## src/rtl/wb_arbiter.sv

```systemverilog
// wb_arbiter
//
// Write-back arbiter in front of a dual-write-port register file. Each cycle
// it merges up to two single-cycle lane results and buffered long-latency
// results onto the two register-file write ports. Lane results always win a
// port. Long-latency results wait in a small FIFO and drain, oldest first,
// into whichever ports the lanes leave free. A 32-bit scoreboard flags
// registers that still have a long-latency write outstanding.
//
// Ports
//   clk, arst_n                    clock, asynchronous active-low reset
//   l0_valid/l0_rd/l0_data         lane-0 result (older instruction)
//   l1_valid/l1_rd/l1_data         lane-1 result (younger instruction)
//   lu_issue/lu_issue_rd           long-latency op issued, destination reg
//   lu_valid/lu_rd/lu_data/lu_ready long-latency result handshake
//   reg_write_1/waddr_1/wdata_1    register file write port 1 (registered)
//   reg_write_2/waddr_2/wdata_2    register file write port 2 (registered)
//   busy                           per-register outstanding long-latency write
//   fifo_count                     long-latency FIFO occupancy
//
// Handshake: a long-latency result transfers on any cycle where
// lu_valid && lu_ready. lu_ready depends only on the registered FIFO count,
// never on same-cycle pops. A transfer with lu_rd == 0 is accepted and
// dropped. A pushed entry becomes drainable on the following cycle.

module wb_arbiter #(
  parameter int DATA_W     = 16,
  parameter int FIFO_DEPTH = 4
) (
  input  logic                            clk,
  input  logic                            arst_n,
  input  logic                            l0_valid,
  input  logic [4:0]                      l0_rd,
  input  logic [DATA_W-1:0]               l0_data,
  input  logic                            l1_valid,
  input  logic [4:0]                      l1_rd,
  input  logic [DATA_W-1:0]               l1_data,
  input  logic                            lu_issue,
  input  logic [4:0]                      lu_issue_rd,
  input  logic                            lu_valid,
  input  logic [4:0]                      lu_rd,
  input  logic [DATA_W-1:0]               lu_data,
  output logic                            lu_ready,
  output logic                            reg_write_1,
  output logic [4:0]                      waddr_1,
  output logic [DATA_W-1:0]               wdata_1,
  output logic                            reg_write_2,
  output logic [4:0]                      waddr_2,
  output logic [DATA_W-1:0]               wdata_2,
  output logic [31:0]                     busy,
  output logic [$clog2(FIFO_DEPTH):0]     fifo_count
);

  localparam int PTR_W = $clog2(FIFO_DEPTH);
  localparam int CNT_W = PTR_W + 1;

  // FIFO storage and pointers
  logic [4:0]        fifo_rd_q   [FIFO_DEPTH];
  logic [DATA_W-1:0] fifo_data_q [FIFO_DEPTH];
  logic [PTR_W-1:0]  rd_ptr_q, rd_ptr_d;
  logic [PTR_W-1:0]  wr_ptr_q, wr_ptr_d;
  logic [CNT_W-1:0]  count_q, count_d;
  logic [PTR_W-1:0]  second_idx;

  // Registered write ports
  logic              w1_q, w1_d, w2_q, w2_d;
  logic [4:0]        a1_q, a1_d, a2_q, a2_d;
  logic [DATA_W-1:0] d1_q, d1_d, d2_q, d2_d;

  // Scoreboard
  logic [31:0]       busy_q, busy_d;
  logic [31:0]       busy_set, busy_clr;

  logic              l0_cand, l1_cand;
  logic              push;
  logic [1:0]        pop_cnt;

  // When both lanes target the same register, the younger result (l1)
  // must be the one that lands, so l0 is dropped rather than ordered first.
  assign l1_cand    = l1_valid && (l1_rd != 5'd0);
  assign l0_cand    = l0_valid && (l0_rd != 5'd0) && !(l1_cand && (l0_rd == l1_rd));

  assign lu_ready   = (count_q != CNT_W'(FIFO_DEPTH));
  assign push       = lu_valid && lu_ready && (lu_rd != 5'd0);
  assign second_idx = rd_ptr_q + PTR_W'(1);

  // Port assignment. Pops are capped by the registered count, which also
  // keeps an entry pushed this cycle from being drained this cycle.
  always_comb begin
    w1_d     = 1'b0;
    a1_d     = 5'd0;
    d1_d     = '0;
    w2_d     = 1'b0;
    a2_d     = 5'd0;
    d2_d     = '0;
    pop_cnt  = 2'd0;
    busy_clr = '0;
    if (l0_cand && l1_cand) begin
      w1_d = 1'b1; a1_d = l0_rd; d1_d = l0_data;
      w2_d = 1'b1; a2_d = l1_rd; d2_d = l1_data;
    end else if (l0_cand || l1_cand) begin
      w1_d = 1'b1;
      a1_d = l0_cand ? l0_rd   : l1_rd;
      d1_d = l0_cand ? l0_data : l1_data;
      if (count_q != '0) begin
        w2_d    = 1'b1;
        a2_d    = fifo_rd_q[rd_ptr_q];
        d2_d    = fifo_data_q[rd_ptr_q];
        pop_cnt = 2'd1;
        busy_clr[fifo_rd_q[rd_ptr_q]] = 1'b1;
      end
    end else begin
      if (count_q != '0) begin
        w1_d    = 1'b1;
        a1_d    = fifo_rd_q[rd_ptr_q];
        d1_d    = fifo_data_q[rd_ptr_q];
        pop_cnt = 2'd1;
        busy_clr[fifo_rd_q[rd_ptr_q]] = 1'b1;
      end
      if (count_q >= CNT_W'(2)) begin
        w2_d    = 1'b1;
        a2_d    = fifo_rd_q[second_idx];
        d2_d    = fifo_data_q[second_idx];
        pop_cnt = 2'd2;
        busy_clr[fifo_rd_q[second_idx]] = 1'b1;
      end
    end
  end

  // Pointer and count update; pointers wrap naturally (power-of-two depth).
  always_comb begin
    rd_ptr_d = rd_ptr_q + PTR_W'(pop_cnt);
    wr_ptr_d = push ? (wr_ptr_q + PTR_W'(1)) : wr_ptr_q;
    count_d  = count_q + CNT_W'(push) - CNT_W'(pop_cnt);
  end

  // Scoreboard: a set in the same cycle as a clear of the same bit wins,
  // because the new issue represents a fresh outstanding write.
  always_comb begin
    busy_set = '0;
    if (lu_issue && (lu_issue_rd != 5'd0)) busy_set[lu_issue_rd] = 1'b1;
    busy_d    = (busy_q & ~busy_clr) | busy_set;
    busy_d[0] = 1'b0;
  end

  always_ff @(posedge clk or negedge arst_n) begin
    if (!arst_n) begin
      rd_ptr_q <= '0;
      wr_ptr_q <= '0;
      count_q  <= '0;
      busy_q   <= '0;
      w1_q     <= 1'b0;
      a1_q     <= 5'd0;
      d1_q     <= '0;
      w2_q     <= 1'b0;
      a2_q     <= 5'd0;
      d2_q     <= '0;
    end else begin
      rd_ptr_q <= rd_ptr_d;
      wr_ptr_q <= wr_ptr_d;
      count_q  <= count_d;
      busy_q   <= busy_d;
      w1_q     <= w1_d;
      a1_q     <= a1_d;
      d1_q     <= d1_d;
      w2_q     <= w2_d;
      a2_q     <= a2_d;
      d2_q     <= d2_d;
    end
  end

  // Storage needs no reset: entries are only read while counted.
  always_ff @(posedge clk) begin
    if (push) begin
      fifo_rd_q[wr_ptr_q]   <= lu_rd;
      fifo_data_q[wr_ptr_q] <= lu_data;
    end
  end

  assign reg_write_1 = w1_q;
  assign waddr_1     = a1_q;
  assign wdata_1     = d1_q;
  assign reg_write_2 = w2_q;
  assign waddr_2     = a2_q;
  assign wdata_2     = d2_q;
  assign busy        = busy_q;
  assign fifo_count  = count_q;

endmodule

```

## config.mk

```make
export PLATFORM = sky130hd
export DESIGN_NAME = wb_arbiter
export DESIGN_NICKNAME = d
export VERILOG_FILES = /design/src/rtl/wb_arbiter.sv
export SDC_FILE = /design/constraint.sdc
export NUM_CORES = 1
export LEC_CHECK = 0
export BUFFER_PORTS_ARGS = -buffer_cell sky130_fd_sc_hd__buf_4
export CORE_ASPECT_RATIO = 1.2
export CORE_UTILIZATION = 32
export DETAILED_ROUTE_END_ITERATION = 6
export GPL_TIMING_DRIVEN = 1
export HOLD_SLACK_MARGIN = 0.03
export MAX_ROUTING_LAYER = met4
export PLACE_DENSITY = 0.5
export REMOVE_ABC_BUFFERS = 1
export SETUP_SLACK_MARGIN = 0.2
export SLEW_MARGIN = 30
export SYNTH_ARGS = -nofsm -noshare
export SYNTH_HDL_FRONTEND = slang
export SYNTH_SLANG_ARGS = --single-unit
```

## constraint.sdc

```tcl
create_clock -name clk -period 2.6 [get_ports clk]
set_input_delay 0.13 -clock clk [delete_from_list [all_inputs] [get_ports clk]]
set_output_delay 0.13 -clock clk [all_outputs]
set_load 0.01 [all_outputs]
```

* Yosys cells after proc, flatten, opt, wreduce, memory -nomap -nowiden *
Memory sizes are Yosys's and may differ from the RTL's.
Cells that the tools add are included.

storage, ports and cells
  bits in writable memories = 84
  register bits = 82
  memories = 2
  logic and storage cells = 87
  input bits = 74

operators by class
  reduce and logical (&&, ||, !) cells = 18
  mux-type cells = 39
  bitwise operators = 4
  add/subtract/negate cells = 5
  eq/ne operators = 2
  $lt $le $gt $ge = 7

memories
  name         depth  bits a word  rd ports  clocked after memory_dff  wr ports  line  text
  fifo_data_q  4      16           2         0                         1         59    logic [DATA_W-1:0] fifo_data_q [FIFO_DEPTH];
  fifo_rd_q    4      5            2         0                         1         58    logic [4:0] fifo_rd_q [FIFO_DEPTH];

operators by type and width
  kind                   count
  $mux W32               7
  $mux W16               7
  $or A32 B32 Y32        2
  $mux W5                7
  $and A32 B32 Y32       1
  $not A32 Y32           1
  $reduce_bool A5 Y1     4
  $lt A5 B6 Y1 const B   3
  $demux W1 S5           3
  $ge A5 B1 Y1 const B   3
  $mux W1                12
  $logic_and A1 B1 Y1    11
  $mux W2                3
  $eq A5 B5 Y1           1
  $add A2 B1 Y2 const B  2
  $add A3 B1 Y3          1
  $ge A3 B2 Y1 const B   1
  $ne A3 B3 Y1 const B   1
  $reduce_bool A3 Y1     1
  $sub A3 B2 Y3          1
  $add A2 B2 Y2          1
  $logic_not A1 Y1       1
  $logic_or A1 B1 Y1     1

* Logic depth before layout (Yosys ltp) *
  word-level depth = 15
  depth in mapped cells = 11
  gate-level depth less buffers = 10

* Least setup slack after synthesis *
OpenSTA, ideal clock, no wires.

  kind = flip-flop to flip-flop
  from = register count_q[1], in the netlist fifo_count[1]
  to = register count_q[2], in the netlist fifo_count[2]
  data required time = 2.473 ns
  setup slack = 0.027 ns
  data arrival time = 2.445 ns
  period minus slack after synthesis = 2.573 ns
  library setup time = 0.127 ns
  buffers on the path = 2
  stages on the path, launching flop included = 12
  cells stage by stage = dfrtp_1 > or2_2 > clkbuf_1 > nand3_1 > clkbuf_1 > nand3_1 > xnor2_1 > ha_1 > inv_1 > fa_1 > xnor2_1 > xnor2_1

between the ends
  word-level cells in the longest chain between the ends = 6
  elaborated cells between the ends (all ways) = 11

RTL lines
  what                                                   line  text
  start, declared                                        62    logic [CNT_W-1:0] count_q, count_d;
  start signal, assigned                                 161   count_q <= count_d;
  branches (longest 5 deep; another with $add A3 B1 Y3)  n/a
  $sub A3 B2 Y3 *                                        134   count_d = count_q + CNT_W'(push) - CNT_W'(pop_cnt);
  net count_d[2]                                         62

Mark *: on every way through the listed nets, which the timed path passes.
A chain may end at the register's enable or synchronous reset.

* Worst setup path after layout *
  from = input port l1_rd[4]
  to = register count_q[2], in the netlist fifo_count[2]

between the ends
  word-level cells in the longest chain between the ends = 9
  elaborated cells between the ends (all ways) = 11

RTL lines
  what                 line  text
  start, declared      36    input logic [4:0] l1_rd,
  $reduce_bool A5 Y1   80    assign l1_cand = l1_valid && (l1_rd != 5'd0);
  $logic_and A1 B1 Y1  80
  $logic_and A1 B1 Y1  81    assign l0_cand = l0_valid && (l0_rd != 5'd0) && !(l1_cand && (l0_rd == l1_rd));
  $logic_not A1 Y1     81
  $logic_and A1 B1 Y1  81
  $logic_or A1 B1 Y1   101   end else if (l0_cand || l1_cand) begin
  $mux W2              101
  $mux W2 *            98    if (l0_cand && l1_cand) begin
  $sub A3 B2 Y3 *      134
  net count_d[2]       62

The timed path passes the listed nets; every way through them passes the cells marked *.

==> flow_metrics.tcl <==
set metrics [dict create \
    fillerInstances 2253 \
    syn_inst 587 \
    dp_hpwl_um 16400 \
    die_w_um 145 \
    syn_to_final_growth_pct 35.7 \
    antenna_left 0 \
    fin_tns_setup_ns 0 \
    synthDominantCellAreaShare 0.319 \
    grtUsageMet3 0.0341 \
    drc 0 \
    critical_path_arrival_ns 2.70 \
    max_freq_ghz 0.424 \
    cts_sinks 166 \
    htree_levels 4 \
    synthSimpleGateAreaFrac 0.0912 \
    antenna_found_initial 0 \
    p_total_w 0.0109 \
    min_path_type "in -> reg" \
    yosysSeqAreaShare 0.579 \
    start_util 0.328 \
    die_height_um 174 \
    synthAdderAreaFrac 0.0120 \
    rsz0062_at_grt "yes" \
    drv_cap 0 \
    crit_path_start_kind "input port" \
    yosysUniqueCellTypes 46 \
    p_leak_nw 4.16 \
    crit_path_start "l1_rd[4]" \
    grtUsageMet2 0.331 \
    ys.flop_type "edfxtp_1" \
    synth_top_family_by_area "multiplexers" \
    synth_area_leaders "edfxtp_1 32%, dfrtp_1 26%, mux4_2 11%" \
    fp.coreArea_mm2 0.0241 \
    r2r_slack_ns 0.32 \
    met1_usage 0.239 \
    clock_latency_ns 0.42 \
    path_max_fanout 5 \
    grt_first_pass_wirelength_um 36200 \
    io_pins 154 \
    synth_top_area_cell "edfxtp_1" \
    dr.pass1.iters 5 \
    endpoint_kind "flip-flop" \
    clk_pin_slew_ns 0.07 \
    synth_mux_area_frac 0.148 \
    r2r-end "busy[5]$_DFF_PN0_" \
    grt_pass1_vias 6357 \
    period_share 0.906 \
    synth_edf_count 84 \
    powerDensity_mw_per_mm2 1010 \
    grt_max_degree 60 \
    slew_headroom 0.447 \
    synth_xor_area_frac 0.0122 \
    busiest_layer "met2" \
    synth-seq-cells 166 \
    synth_compound_area_frac 0.124 \
    vias_per_cell 5.33 \
    cts_tree "done" \
    crit_type "in -> reg" \
    outcome "complete, no violations" \
    grt-ovfl-total 0 \
    ff2ff_path_depth 6 \
    final_layout_size_suffix_gt1_frac 0.352 \
    slew_violations 0 \
    crit_end "fifo_count[2]$_DFF_PN0_" \
    grt_usage 0.195 \
    setup_viol 0 \
    fin_nets 898 \
    std_cell_rows 62 \
    numCtsBuffers 17 \
    fin_crit_ns 2.36 \
    async_reset_ff_frac 0.494 \
    fin_worst_skew_ns 0.00729 \
    dieArea_mm2 0.0253 \
    peakVddDrop_uv 587 \
    avgSynthCellArea_um2 13.5 \
    final_hold_viol_count 0 \
    crit_required_ns 2.94 \
    port_buffers 152 \
    vias 6133 \
    gp_routability_congestion 0.874 \
    clockBufferDepth 2 \
    drt_iter0_markers 396 \
    worst_slew_pin_slew_ns 0.829 \
    cts_root_buf "clkbuf_16" \
    syn-cell-area_mm2 0.00790 \
    diodes 0 \
    r2r_start "rd_ptr_q[1]$_DFF_PN0_" \
    routedWlPerCell_um 20.6 \
    drt-total-wl_um 23700 \
    ys.warnings.count 0 \
]
registers in the layout, indices dropped and copies added, names as in the netlist:
signal	cells
wr_ptr_q	2
waddr_2	5
reg_write_2	1
wdata_2	16
fifo_data_q	64
waddr_1	5
fifo_rd_q	20
rd_ptr_q	2
wdata_1	16
busy	31
reg_write_1	1
fifo_count	3
where the power goes:
part,switching (W),internal [W],total [W]
Combinational,0.00242,0.00221,0.00464
Sequential,0.000387,0.00347,0.00385
Clock,0.00108,0.00129,0.00237
metal layers:
metal | part of all wire | wire, µm
met1 | 0.42 | 9970
met2 | 0.52 | 12300
met3 | 0.047 | 1110
met4 | 0.014 | 338
met5 | 0 | 0
cell usage in the layout, fill, tap and decap left out, types with 3 or more instances in the layout:
cell and count:
o221ai_1 31, clkinvlp_4 3, mux2i_1 3, and2_1 6, o221a_2 8, o211ai_1 32
inv_6 4, a31oi_1 4, a221o_1 12, nand2_1 79, o21ai_0 6, dlygate4sd3_1 64
dfrtp_2 5, inv_1 24, or3_1 3, ha_1 6, mux4_1 3, a21oi_1 6
nand4_1 5, nor3_1 3, nor2_1 21, clkinv_2 4, nand2b_1 8, buf_4 180
edfxtp_1 84, mux2_2 18, clkbuf_16 18, xnor2_1 10, mux4_2 38, nor2b_1 5
nand3_1 18, dfrtp_1 77, o22ai_1 17
worst min-delay path by stage:
| stage | start | endpoint | slack, ns | depth (start not counted) |
|---|---|---|---|---|
| final | l1_rd[0] | waddr_1[0]$_DFF_PN0_ | 0.08 | 3 |
| after global routing | l1_rd[0] | waddr_1[0]$_DFF_PN0_ | 0.11 | 3 |
| after CTS | l1_rd[0] | waddr_1[0]$_DFF_PN0_ | 0.07 | 3 |
| after detailed placement | arst_n | busy[18]$_DFF_PN0_ | 0.29 | 1 |
| after global placement | arst_n | busy[23]$_DFF_PN0_ | 0.27 | 1 |
| after floorplan | arst_n | busy[10]$_DFF_PN0_ | -0.17 | 0 |
synth_stat cells, types with 2 or more instances:
cell,number
a221o_1,12
mux4_1,4
or3_1,3
nor2b_1,5
a21oi_1,6
mux4_2,37
buf_2,12
nand4_1,5
mux2_2,18
mux2i_1,3
buf_6,2
or2_2,2
nand2b_1,8
edfxtp_1,84
o221a_2,8
nor2_1,23
a31oi_1,4
clkbuf_1,15
buf_4,2
buf_1,4
nand2_1,79
inv_1,24
xnor2_1,10
nand3_1,18
nor3_1,3
nand3b_1,2
o211ai_1,32
o22ai_1,17
ha_1,6
o21ai_0,6
o221ai_1,31
o21a_1,2
and2_1,6
dfrtp_1,82
cells by family (layout without fill, tap and decap cells):
logic type | Yosys count | after routing
and+or+nand+nor | 158 | 158
AOI/OAI and AO/OA | 123 | 123
other | 1 | 1
muxes | 62 | 62
xor gates and xnor gates | 11 | 11
buffers and inverters | 59 | 302
DFF | 166 | 166
adders and majority gates | 7 | 7
through the flow:
stage | worst slack [ns] | cell area (µm²) | hold WS, ns | util | std cells
floorplan | -0.834 | 7730 | -0.166 | - | 552
global placement | 0.150 | 9490 | 0.272 | 0.393 | 1050
detailed placement | 0.0844 | 9490 | 0.290 | 0.393 | 1050
CTS | 0.216 | 10700 | 0.0713 | 0.443 | 1146
global route | 0.0968 | 10700 | 0.113 | 0.444 | 1150
finish | 0.243 | 10700 | 0.0816 | 0.444 | 1150
critical path, cell delays in order:
cell and delay [ns]:
dlygate4sd3_1 0.54, buf_4 0.17, xnor2_1 0.16, nand3_1 0.16, o211ai_1 0.27, nand3_1 0.16
xnor2_1 0.19, ha_1 0.17, inv_1 0.05, fa_1 0.37, xnor2_1 0.19, xnor2_1 0.14
area by class of cell:
class	instances	area (µm²)	share of cell area
repair buffers	246	2020	0.189
well taps	320	400	0.0373
clock buffers	19	454	0.0424
flip-flops and latches	166	4580	0.427
clock inverters	13	95.1	0.00887
multi-input cells	362	3080	0.287
inverters	24	90.1	0.00840
timing repair:
action | 4_1_cts | 5_1_grt
buffers inserted | 0 | 4
endpoints found under the setup margin | 1 | 31
hold buffers | 64 | 0
resized for setup | 2 | 4
endpoints found under the hold margin | 182 | 0
pin swaps | 0 | 6
No activity file was read; power rests on OpenSTA's default activity.
